`config.mk`:
```
export PLATFORM = sky130hd
export DESIGN_NAME = clic_irq_target
export DESIGN_NICKNAME = d
export VERILOG_FILES = /design/src/rtl/clic_target_pkg.sv /design/src/rtl/clic_ctx_stack.sv /design/src/rtl/clic_irq_target.sv
export SDC_FILE = /design/constraint.sdc
export NUM_CORES = 1
export LEC_CHECK = 0
export ABC_AREA = 1
export CAP_MARGIN = 20
export CORE_ASPECT_RATIO = 0.6
export CORE_MARGIN = 8
export CORE_UTILIZATION = 50
export DETAILED_ROUTE_END_ITERATION = 10
export GPL_ROUTABILITY_DRIVEN = 0
export PLACE_DENSITY = 0.73
export SETUP_SLACK_MARGIN = 0.05
export SYNTH_ARGS = -nofsm -noshare
export SYNTH_HDL_FRONTEND = slang
export SYNTH_SLANG_ARGS = --single-unit
export TNS_END_PERCENT = 30
```
`constraint.sdc`:
```
create_clock -name clk -period 15.9 [get_ports clk]
set_input_delay 4.77 -clock clk [delete_from_list [all_inputs] [get_ports clk]]
set_output_delay 4.77 -clock clk [all_outputs]
set_load 0.05 [all_outputs]
```
`src/rtl/clic_target_pkg.sv`:
```
// Shared types for the CLIC hart-side interrupt target: saved-context record and privilege encodings.
package clic_target_pkg;

    // Context id field is sized for the largest CLIC source count; the top narrows it to SRC_W.
    localparam int CLIC_ID_W = 12;
    localparam int CNT_W     = 16;

    localparam logic [1:0] PRIV_U = 2'b00;
    localparam logic [1:0] PRIV_S = 2'b01;
    localparam logic [1:0] PRIV_M = 2'b11;

    typedef struct packed {
        logic [1:0]           priv;
        logic [7:0]           level;
        logic [CLIC_ID_W-1:0] id;
        logic                 shv;
        logic [CNT_W-1:0]     cnt;
    } ctx_t;

    function automatic logic [7:0] max8(input logic [7:0] a, input logic [7:0] b);
        return (a > b) ? a : b;
    endfunction

    // Unimplemented low level bits read as ones.
    function automatic logic [7:0] eff_level(input logic [7:0] lvl, input int intctlbits);
        logic [7:0] r;
        r = lvl;
        for (int i = 0; i < 8; i++) begin
            if (i < 8 - intctlbits) r[i] = 1'b1;
        end
        return r;
    endfunction

endpackage

```
`src/rtl/clic_ctx_stack.sv`:
```
// LIFO of preempted interrupt contexts; top entry is read combinationally for a same-edge restore.
module clic_ctx_stack
    import clic_target_pkg::*;
#(
    parameter int  NEST_DEPTH = 4,
    localparam int DEPTH_W    = $clog2(NEST_DEPTH + 1)
) (
    input  logic               clk,
    input  logic               rst_n,
    input  logic               push_i,
    input  logic               pop_i,
    input  ctx_t               push_ctx_i,
    output ctx_t               top_o,
    output logic               full_o,
    output logic               empty_o,
    output logic [DEPTH_W-1:0] depth_o
);

    logic [DEPTH_W-1:0] depth_q;
    logic [DEPTH_W-1:0] depth_d;
    ctx_t               entry_rd [NEST_DEPTH];

    assign full_o  = (depth_q == DEPTH_W'(NEST_DEPTH));
    assign empty_o = (depth_q == '0);
    assign depth_o = depth_q;

    generate
        for (genvar gi = 0; gi < NEST_DEPTH; gi++) begin : g_entry
            ctx_t entry_q;

            always_ff @(posedge clk or negedge rst_n) begin
                if (!rst_n) begin
                    entry_q <= '0;
                end else if (push_i && !full_o && depth_q == DEPTH_W'(gi)) begin
                    entry_q <= push_ctx_i;
                end
            end

            assign entry_rd[gi] = entry_q;
        end
    endgenerate

    always_comb begin
        top_o = '0;
        for (int i = 0; i < NEST_DEPTH; i++) begin
            if (depth_q == DEPTH_W'(i + 1)) top_o = entry_rd[i];
        end
    end

    always_comb begin
        depth_d = depth_q;
        if (push_i && !full_o) begin
            depth_d = depth_q + 1'b1;
        end else if (pop_i && !empty_o) begin
            depth_d = depth_q - 1'b1;
        end
    end

    always_ff @(posedge clk or negedge rst_n) begin
        if (!rst_n) depth_q <= '0;
        else        depth_q <= depth_d;
    end

endmodule

```
`src/rtl/clic_irq_target.sv`:
```
// Hart-side CLIC interrupt target: accepts only preempting requests, nests contexts on a LIFO,
// runs each handler for SVC_CYCLES cycles and then models xRET by restoring the preempted context.
module clic_irq_target
    import clic_target_pkg::*;
#(
    parameter int         N_SOURCE   = 256,
    parameter int         INTCTLBITS = 8,
    parameter int         NEST_DEPTH = 4,
    parameter int         SVC_CYCLES = 16,
    parameter logic [1:0] BASE_PRIV  = 2'b00,
    localparam int        SRC_W      = $clog2(N_SOURCE),
    localparam int        DEPTH_W    = $clog2(NEST_DEPTH + 1)
) (
    input  logic               clk,
    input  logic               rst_n,
    input  logic               irq_valid_i,
    output logic               irq_ready_o,
    input  logic [SRC_W-1:0]   irq_id_i,
    input  logic [7:0]         irq_level_i,
    input  logic               irq_shv_i,
    input  logic [1:0]         irq_priv_i,
    input  logic [7:0]         mintthresh_i,
    input  logic [7:0]         sintthresh_i,
    input  logic               mie_i,
    input  logic               sie_i,
    output logic [1:0]         cur_priv_o,
    output logic [7:0]         cur_level_o,
    output logic [SRC_W-1:0]   cur_id_o,
    output logic [DEPTH_W-1:0] depth_o,
    output logic               taken_o,
    output logic               taken_shv_o,
    output logic               done_o,
    output logic [SRC_W-1:0]   done_id_o
);

    localparam ctx_t BG_CTX = '{priv: BASE_PRIV, level: 8'd0, id: '0, shv: 1'b0, cnt: '0};

    ctx_t             cur_q, cur_d;
    ctx_t             push_ctx;
    ctx_t             stack_top;
    logic             stack_full, stack_empty;
    logic             push, pop;
    logic             taken_q, taken_d;
    logic             taken_shv_q, taken_shv_d;
    logic             done_q, done_d;
    logic [SRC_W-1:0] done_id_q, done_id_d;

    logic [7:0] lvl_eff;
    logic [7:0] thr;
    logic       gie;
    logic       preempt;
    logic       in_handler;
    logic       finishing;
    logic       accept;

    assign lvl_eff    = eff_level(irq_level_i, INTCTLBITS);
    assign thr        = (irq_priv_i == PRIV_M) ? mintthresh_i : sintthresh_i;
    assign in_handler = !stack_empty;
    assign finishing  = in_handler && (cur_q.cnt == CNT_W'(1));

    always_comb begin
        case (cur_q.priv)
            PRIV_M:  gie = mie_i;
            PRIV_S:  gie = sie_i;
            default: gie = 1'b0;
        endcase
    end

    // Higher privilege only has to clear its threshold; same privilege must also beat the running level.
    assign preempt = (lvl_eff != 8'd0) &&
                     (((irq_priv_i > cur_q.priv) && (lvl_eff > thr)) ||
                      ((irq_priv_i == cur_q.priv) && gie && (lvl_eff > max8(cur_q.level, thr))));

    assign irq_ready_o = irq_valid_i && preempt && !stack_full && !finishing;
    assign accept      = irq_ready_o;

    always_comb begin
        cur_d       = cur_q;
        push_ctx    = cur_q;
        push        = 1'b0;
        pop         = 1'b0;
        taken_d     = 1'b0;
        taken_shv_d = 1'b0;
        done_d      = 1'b0;
        done_id_d   = done_id_q;
        if (finishing) begin
            pop       = 1'b1;
            cur_d     = stack_top;
            done_d    = 1'b1;
            done_id_d = cur_q.id[SRC_W-1:0];
        end else if (accept) begin
            push = 1'b1;
            // The preempted handler still gets credit for the accept cycle.
            if (in_handler) push_ctx.cnt = cur_q.cnt - 1'b1;
            cur_d = '{priv:  irq_priv_i,
                      level: lvl_eff,
                      id:    CLIC_ID_W'(irq_id_i),
                      shv:   irq_shv_i,
                      cnt:   CNT_W'(SVC_CYCLES)};
            taken_d     = 1'b1;
            taken_shv_d = irq_shv_i;
        end else if (in_handler) begin
            cur_d.cnt = cur_q.cnt - 1'b1;
        end
    end

    always_ff @(posedge clk or negedge rst_n) begin
        if (!rst_n) begin
            cur_q       <= BG_CTX;
            taken_q     <= 1'b0;
            taken_shv_q <= 1'b0;
            done_q      <= 1'b0;
            done_id_q   <= '0;
        end else begin
            cur_q       <= cur_d;
            taken_q     <= taken_d;
            taken_shv_q <= taken_shv_d;
            done_q      <= done_d;
            done_id_q   <= done_id_d;
        end
    end

    clic_ctx_stack #(
        .NEST_DEPTH (NEST_DEPTH)
    ) u_stack (
        .clk        (clk),
        .rst_n      (rst_n),
        .push_i     (push),
        .pop_i      (pop),
        .push_ctx_i (push_ctx),
        .top_o      (stack_top),
        .full_o     (stack_full),
        .empty_o    (stack_empty),
        .depth_o    (depth_o)
    );

    assign cur_priv_o  = cur_q.priv;
    assign cur_level_o = cur_q.level;
    assign cur_id_o    = cur_q.id[SRC_W-1:0];
    assign taken_o     = taken_q;
    assign taken_shv_o = taken_shv_q;
    assign done_o      = done_q;
    assign done_id_o   = done_id_q;

endmodule
```
Yosys cells after proc, flatten, opt, wreduce, memory -nomap -nowiden
Index checks and enable logic that the tools add are counted.
{"block": "word_totals", "ff_bits": 209, "latchBits": 0, "ram_bits": 0, "romBits": 0, "inputBits": 40, "output_inout_bits": 33, "word_cells": 88, "n_memories": 0}
{"block": "classes", "n_addsub": 3, "multipliers": 0, "div_mod_pow": 0, "magnitude_cmp": 4, "eq_ne": 9, "shift": 0, "mux": 20, "bitwise": 0, "n_reduce_logical": 22}
{"cell": "two-way mux 39 bit", "count": 5}
{"cell": "two-way mux 16 bit", "count": 4}
{"cell": "greater-than comparator 8 bit", "count": 3}
{"cell": "two-way mux 23 bit", "count": 1}
{"cell": "equality test 16 x 1 -> 1 bit (second input constant)", "count": 1}
{"cell": "two-way mux 8 bit", "count": 2}
{"cell": "subtractor 16 x 1 -> 16 bit (second input constant)", "count": 1}
{"cell": "logical AND 1 bit", "count": 14}
{"cell": "nonzero test 8 bit", "count": 1}
{"cell": "equality test 3 x 2 -> 1 bit (second input constant)", "count": 2}
{"cell": "two-way mux 3 bit", "count": 2}
{"cell": "two-way mux 1 bit", "count": 5}
{"cell": "equality test 2 bit (second input constant)", "count": 2}
{"cell": "nonzero test 2 bit", "count": 2}
{"cell": "adder 3 x 1 -> 3 bit (second input constant)", "count": 1}
{"cell": "equality test 3 x 1 -> 1 bit (second input constant)", "count": 1}
{"cell": "equality test 3 bit (second input constant)", "count": 1}
{"cell": "logical NOT 1 bit", "count": 3}
{"cell": "logical NOT 3 bit", "count": 1}
{"cell": "subtractor 3 x 1 -> 3 bit (second input constant)", "count": 1}
{"cell": "equality test 2 x 1 -> 1 bit (second input constant)", "count": 1}
{"cell": "equality test 2 bit", "count": 1}
{"cell": "greater-than comparator 2 bit", "count": 1}
{"cell": "case mux 1 bit (2 select lines)", "count": 1}
{"cell": "logical OR 1 bit", "count": 1}

Longest topological paths before layout
Gate-level depths: netlist of the first run.
{"block": "depth", "depth_word": 15, "ltp_mapped": 27}

By module
A second synthesis of the first run with hierarchy kept.
{"block": "hier_totals", "cells_unflattened": 1521, "hier_area_um2": 11456.0}
{"mod": "clic_ctx_stack", "instances": 1, "cells_each": 1005, "area_per_inst_um2": 7578.5, "seq_area_each_um2": 3978.8}
{"mod": "clic_irq_target", "instances": 1, "cells_each": 516, "area_per_inst_um2": 3877.5, "seq_area_each_um2": 1251.2}

Worst setup path after synthesis of the first run
No wires, ideal clock.
{"block": "synth_path", "kind": "input port to output port", "start": "input irq_priv_i[1]", "end": "output irq_ready_o", "arrival_time_ns": 8.006, "required_time_ns": 11.130, "slack_ns": 3.124, "path_stages": 22, "n_path_buf": 1, "cell_sequence": "nand2_4 mux2_2 ha_1 a21oi_1 nor2_1 nor2_1 nor2_1 nor2_1 o32ai_4 buf_4 nand2_1 o21ai_0 ha_1 nand2_1 inv_1 nand2_1 nor3_1 a211oi_1 nand2_1 nand2_2 nand2_4 nor2_1"}
{"block": "synth_between", "elab_chain_cells": 11}
{"element": "start: declaration", "line_no": "clic_irq_target.sv:21", "source": "input logic [1:0] irq_priv_i,"}
{"element": "equality test 2 bit", "line_no": "clic_irq_target.sv:57", "source": "assign thr = (irq_priv_i == PRIV_M) ? mintthresh_i : sintthresh_i;"}
{"element": "two-way mux 8 bit", "line_no": "clic_irq_target.sv:57"}
{"element": "greater-than comparator 8 bit", "line_no": "clic_target_pkg.sv:21", "source": "return (a > b) ? a : b;"}
{"element": "two-way mux 8 bit", "line_no": "clic_target_pkg.sv:21"}
{"element": "greater-than comparator 8 bit", "line_no": "clic_irq_target.sv:72", "source": "((irq_priv_i == cur_q.priv) && gie && (lvl_eff > max8(cur_q.level, thr))));"}
{"element": "logical AND 1 bit", "line_no": "clic_irq_target.sv:72"}
{"element": "logical OR 1 bit *", "line_no": "clic_irq_target.sv:71", "source": "(((irq_priv_i > cur_q.priv) && (lvl_eff > thr)) ||"}
{"element": "logical AND 1 bit *", "line_no": "clic_irq_target.sv:70", "source": "assign preempt = (lvl_eff != 8'd0) &&"}
{"element": "logical AND 1 bit * (3 in a row)", "line_no": "clic_irq_target.sv:74", "source": "assign irq_ready_o = irq_valid_i && preempt && !stack_full && !finishing;"}
{"element": "end: declaration", "line_no": "clic_irq_target.sv:17", "source": "output logic irq_ready_o,"}
Every way passes the cells marked *; elsewhere a longest branch is shown, timed or not.

Worst setup path in the final report of the first run
Ends and elaborated chain as after synthesis.

==> out/metrics.csv, run 1 <==
stage,metric,value,unit
setup_path,Startpoint Class,input pin,
routing,vias per cell,5.85,
layout,Antenna Cells,0,
synthesis,Mapped Avg Cell Area,7.89,um2
synthesis,synthesized-area fraction occupied by adder cells,0.0376,
routing,total wire length,28.6,mm
sta,Max Fclk,69.3,MHz
setup_path,Worst path most repeated cell,nand2_1,
setup_path,Slowest cell on crit path,clkdlybuf4s50_1,
layout,FILL cells,1813,
sta,setup TNS,0,ns
clock_network,H-tree depth reported by CTS,4,
floorplan,Core ar.,19800,um2
floorplan,Top Ports,73,
layout,share of layout cells above drive strength 1,0.0548,
setup_path,WP data required,11.13,ns
synthesis,multiplexer share of the synthesized area,0.00614,
sta,Slew HR,0.281,
routing,drt drc,0,
setup_path,Worst setup startpoint,irq_priv_i[1],
setup_path,CP Capture Type,output pin,
setup_path,CP bufs+invs,3,
place,Port Buffers,72,
synthesis,Synth Cell Area,9980,um2
sta,period utilization,0.908,
pwr,Gate power share,0.418,
synthesis,simple-gate share of the synthesized area,0.303,
clock_network,Worst-path clk slew,0.07,ns
sta,Slew @ Worst Pin,1.08,ns
pwr,Power Dens Cells,189,nW/um2
pwr,Switch Pwr,0.982,mW
setup_path,r2r startpoint,cur_level_o[5]$_DFFE_PN0P_,
routing,drt initial violations,1012,
synthesis,Yosys top cell by area,dfrtp_1,
sta,Final setup violation count,0,
floorplan,Starting Density,0.505,
layout,area of the multi-input gates,4660,um2
global_route,initial antenna violation count,0,
synthesis,main combinational cell family by area after synthesis,simple AND/OR/NAND/NOR gates,
pwr,P_leak,5.54,nW
synthesis,"EDFF count, synth",0,
synthesis,post-synth cell types,37,
clock_network,Clock Tree Buf Depth,2,
routing,Routed wire per std cell,18.5,um
pwr,sw frac,0.462,
global_route,number of global-route vias before repair,8339,
clock_network,CTS Root Cell,clkbuf_16,
synthesis,post-synthesis sequential area ratio,0.461,
clock_network,TritonCTS Sinks,184,
routing,drt first pass iters,5,
setup_path,FF-to-FF path depth,17,
layout,nets,1334,
synthesis,Ys Warns,0,
setup_path,CP Depth,19,
setup_path,Arrival @ worst endpoint,9.66,ns
clock_network,CTS resizes,0,
min_path,WHS Path Cells,2,
floorplan,# rows,40,
clock_network,Num CTS Buffers,17,
job,Max-Cap Viols,0,
routing,Routed Antenna Nets,0,
setup_path,"delay-heaviest family, CP",simple AND/OR/NAND/NOR gates,
floorplan,Die W,198,um
clock_network,"Clk Latency, worst-skew pair",0.45,ns
synthesis,Area contributors post-synth,"dfrtp_1, nand2_1, nand4_1",
setup_path,largest stage delay on the critical path,0.85,ns
setup_path,crit path cell chain,clkdlybuf4s50_1 -> nand2_4 -> mux2i_1 -> ha_1 -> nand4_1 -> nand3b_1 -> o32ai_4 -> o21ai_0 -> ha_1 -> nand2_1 -> inv_1 -> nand2_1 -> nor3_1 -> a211oi_1 -> nand2_1 -> nand2_2 -> nand2_4 -> nor2_1 -> clkdlybuf4s50_1,
sta,Hold Fails Final Rpt,0,
floorplan,DIE AREA,24900,um2
synthesis,Syn Nets,1335,
sta,min cycle time layout,14.43,ns
place,Post-DP HPWL,16.7,mm
pwr,Clock power frac,0.205,
pwr,Peak VDD IR,103,uV
synthesis,Mapped Cells,1265,
pwr,sequential cell fraction of total power,0.376,
min_path,worst hold start,u_stack.entry_rd[138]$_DFFE_PN0P_,
run_status,status,finished clean,
clock_network,Post-CTS Setup Inserts,0,
synthesis,top cell type's share of synthesized area,0.461,
sta,Pins Over Slew Limit,0,
sta,Hold Slack,0.474,ns
layout,P&R area growth vs syn,12.9,%
synthesis,most frequent cells after synthesis,"nand2_1, dfrtp_1, nand4_1, o21ai_0, nand3_1",
layout,Reg area,4600,um2
synthesis,post-synthesis compound-gate area fraction,0.107,
synthesis,Most used DFF post-synth,dfrtp_1,
pwr,internal power,1.14,mW
setup_path,WS Path Type,input pin to output pin,
sta,Clock Skew,0.0143,ns
clock_network,hold_buf cts,0,
sta,RSZ-0062 raised after global routing,false,
global_route,largest net degree at the start of global routing,98,
floorplan,die span in y,125,um
routing,vias,9075,
synthesis,"flops & latches, synth",184,
clock_network,CTS tree,yes,
synthesis,async set or reset register ratio after synthesis,1.00,
setup_path,CP Max Fanout,25,
synthesis,XOR/XNOR Fraction of Synth Area,0.00965,
global_route,GRT overflow,0,
global_route,GRT Overall Usage,0.231,
min_path,min-delay worst type,register to register,
synthesis,"count leader, synth",nand2_1,
global_route,global-route wire length before repair,46.4,mm
power by group through the flow:
| stage | Clock, mW | Combinational [mW] | Sequential (mW) |
|---|---|---|---|
| after floorplan | 0 | 0.645 | 0.778 |
| after global placement | 0 | 0.860 | 0.798 |
| after detailed placement | 0 | 0.879 | 0.801 |
| after CTS | 0.444 | 0.883 | 0.794 |
| after global routing | 0.464 | 0.982 | 0.820 |
| final | 0.437 | 0.889 | 0.800 |
area by class of cell:
type / instances / share of cell area
multi-input cells: 917 / 0.413
inverters: 54 / 0.0180
clock buffers: 17 / 0.0377
flip-flops and latches: 184 / 0.408
well taps: 273 / 0.0303
repair buffers: 90 / 0.0762
clock inverters: 15 / 0.0162
through the flow:
step	total power [mW]	worst slack (ns)	utilization	cell area, um2	instances
3_5_place_dp	1.68	1.57	0.540	10700	1518
3_3_place_gp	1.66	1.72	0.540	10700	1518
2_1_floorplan	1.42	3.12	-	9980	1265
4_1_cts	2.12	1.52	0.570	11300	1550
6_report	2.13	1.47	0.570	11300	1550
5_1_grt	2.27	1.11	0.570	11300	1550
logic make-up (layout without fill, tap and decap cells):
logic type | after synthesis | count (layout)
compound gates | 188 | 188
fa+ha+maj | 30 | 30
flops | 184 | 184
simple gates | 682 | 682
mux | 6 | 6
xor+xnor | 11 | 11
buf+inv | 164 | 176
sequential cells by signal (all words and copies together), names as in the netlist:
signal and count:
cur_level_o 8, cur_q 16, done_o 1, cur_id_o 8, cur_priv_o 2, u_stack.depth_o 3
taken_o 1, taken_shv_o 1, u_stack.entry_rd 136, done_id_o 8
tightest hold or removal path, cell delays in order, from the launching register on:
cell and delay [ns]:
dfrtp_1 0.34, nand2_1 0.05, nand2_1 0.05
cell usage in the layout, fill, tap and decap left out, types with 3 or more instances in the layout:
cell and instances:
mux2i_1 5, nor4_1 5, clkbuf_16 17, a31oi_1 4
nand2_1 438, inv_8 4, o21ai_0 93, clkdlybuf4s50_1 71
clkinv_8 3, nand2_2 4, nand2_4 3, o211ai_1 4
o21ai_1 14, a211oi_1 26, buf_4 18, a22oi_1 4
clkinv_4 3, nor2_1 36, xor2_1 10, dfrtp_1 184
inv_1 51, nand4_1 119, o22ai_1 3, nor3_1 6
nand3_1 60, a21oi_1 37, nand4_2 3, ha_1 29
metal layers:
metal	GRT usage	routed length, um
met1	0.362	14200
met2	0.308	11500
met3	0.0549	2680
met4	0.0582	290
met5	0	0
path summary, 6_finish.rpt:
path,to,slack (ns)
setup / recovery,irq_ready_o,1.47
hold / removal,u_stack.entry_rd[138]$_DFFE_PN0P_,0.47
setup reg to reg,u_stack.entry_rd[130]$_DFFE_PN0P_,11.08
hold reg to reg,u_stack.entry_rd[138]$_DFFE_PN0P_,0.47
max in group asynchronous,u_stack.entry_rd[7]$_DFFE_PN0P_,9.65
min in group asynchronous,u_stack.entry_rd[38]$_DFFE_PN0P_,4.30
No activity file was read; power rests on OpenSTA's default activity.
==> run 2: changes to the inputs <==
--- a/config.mk
+++ b/config.mk
@@ -10,6 +10,7 @@
 export CORE_ASPECT_RATIO = 0.6
 export CORE_MARGIN = 8
 export CORE_UTILIZATION = 50
+export CTS_CLUSTER_SIZE = 25
 export DETAILED_ROUTE_END_ITERATION = 10
 export GPL_ROUTABILITY_DRIVEN = 0
 export PLACE_DENSITY = 0.73
@@ -17,4 +18,3 @@
 export SYNTH_ARGS = -nofsm -noshare
 export SYNTH_HDL_FRONTEND = slang
 export SYNTH_SLANG_ARGS = --single-unit
-export TNS_END_PERCENT = 30
==> results of run 2 <==
The final DEF is identical to that of run 1; final timing and power are the same.
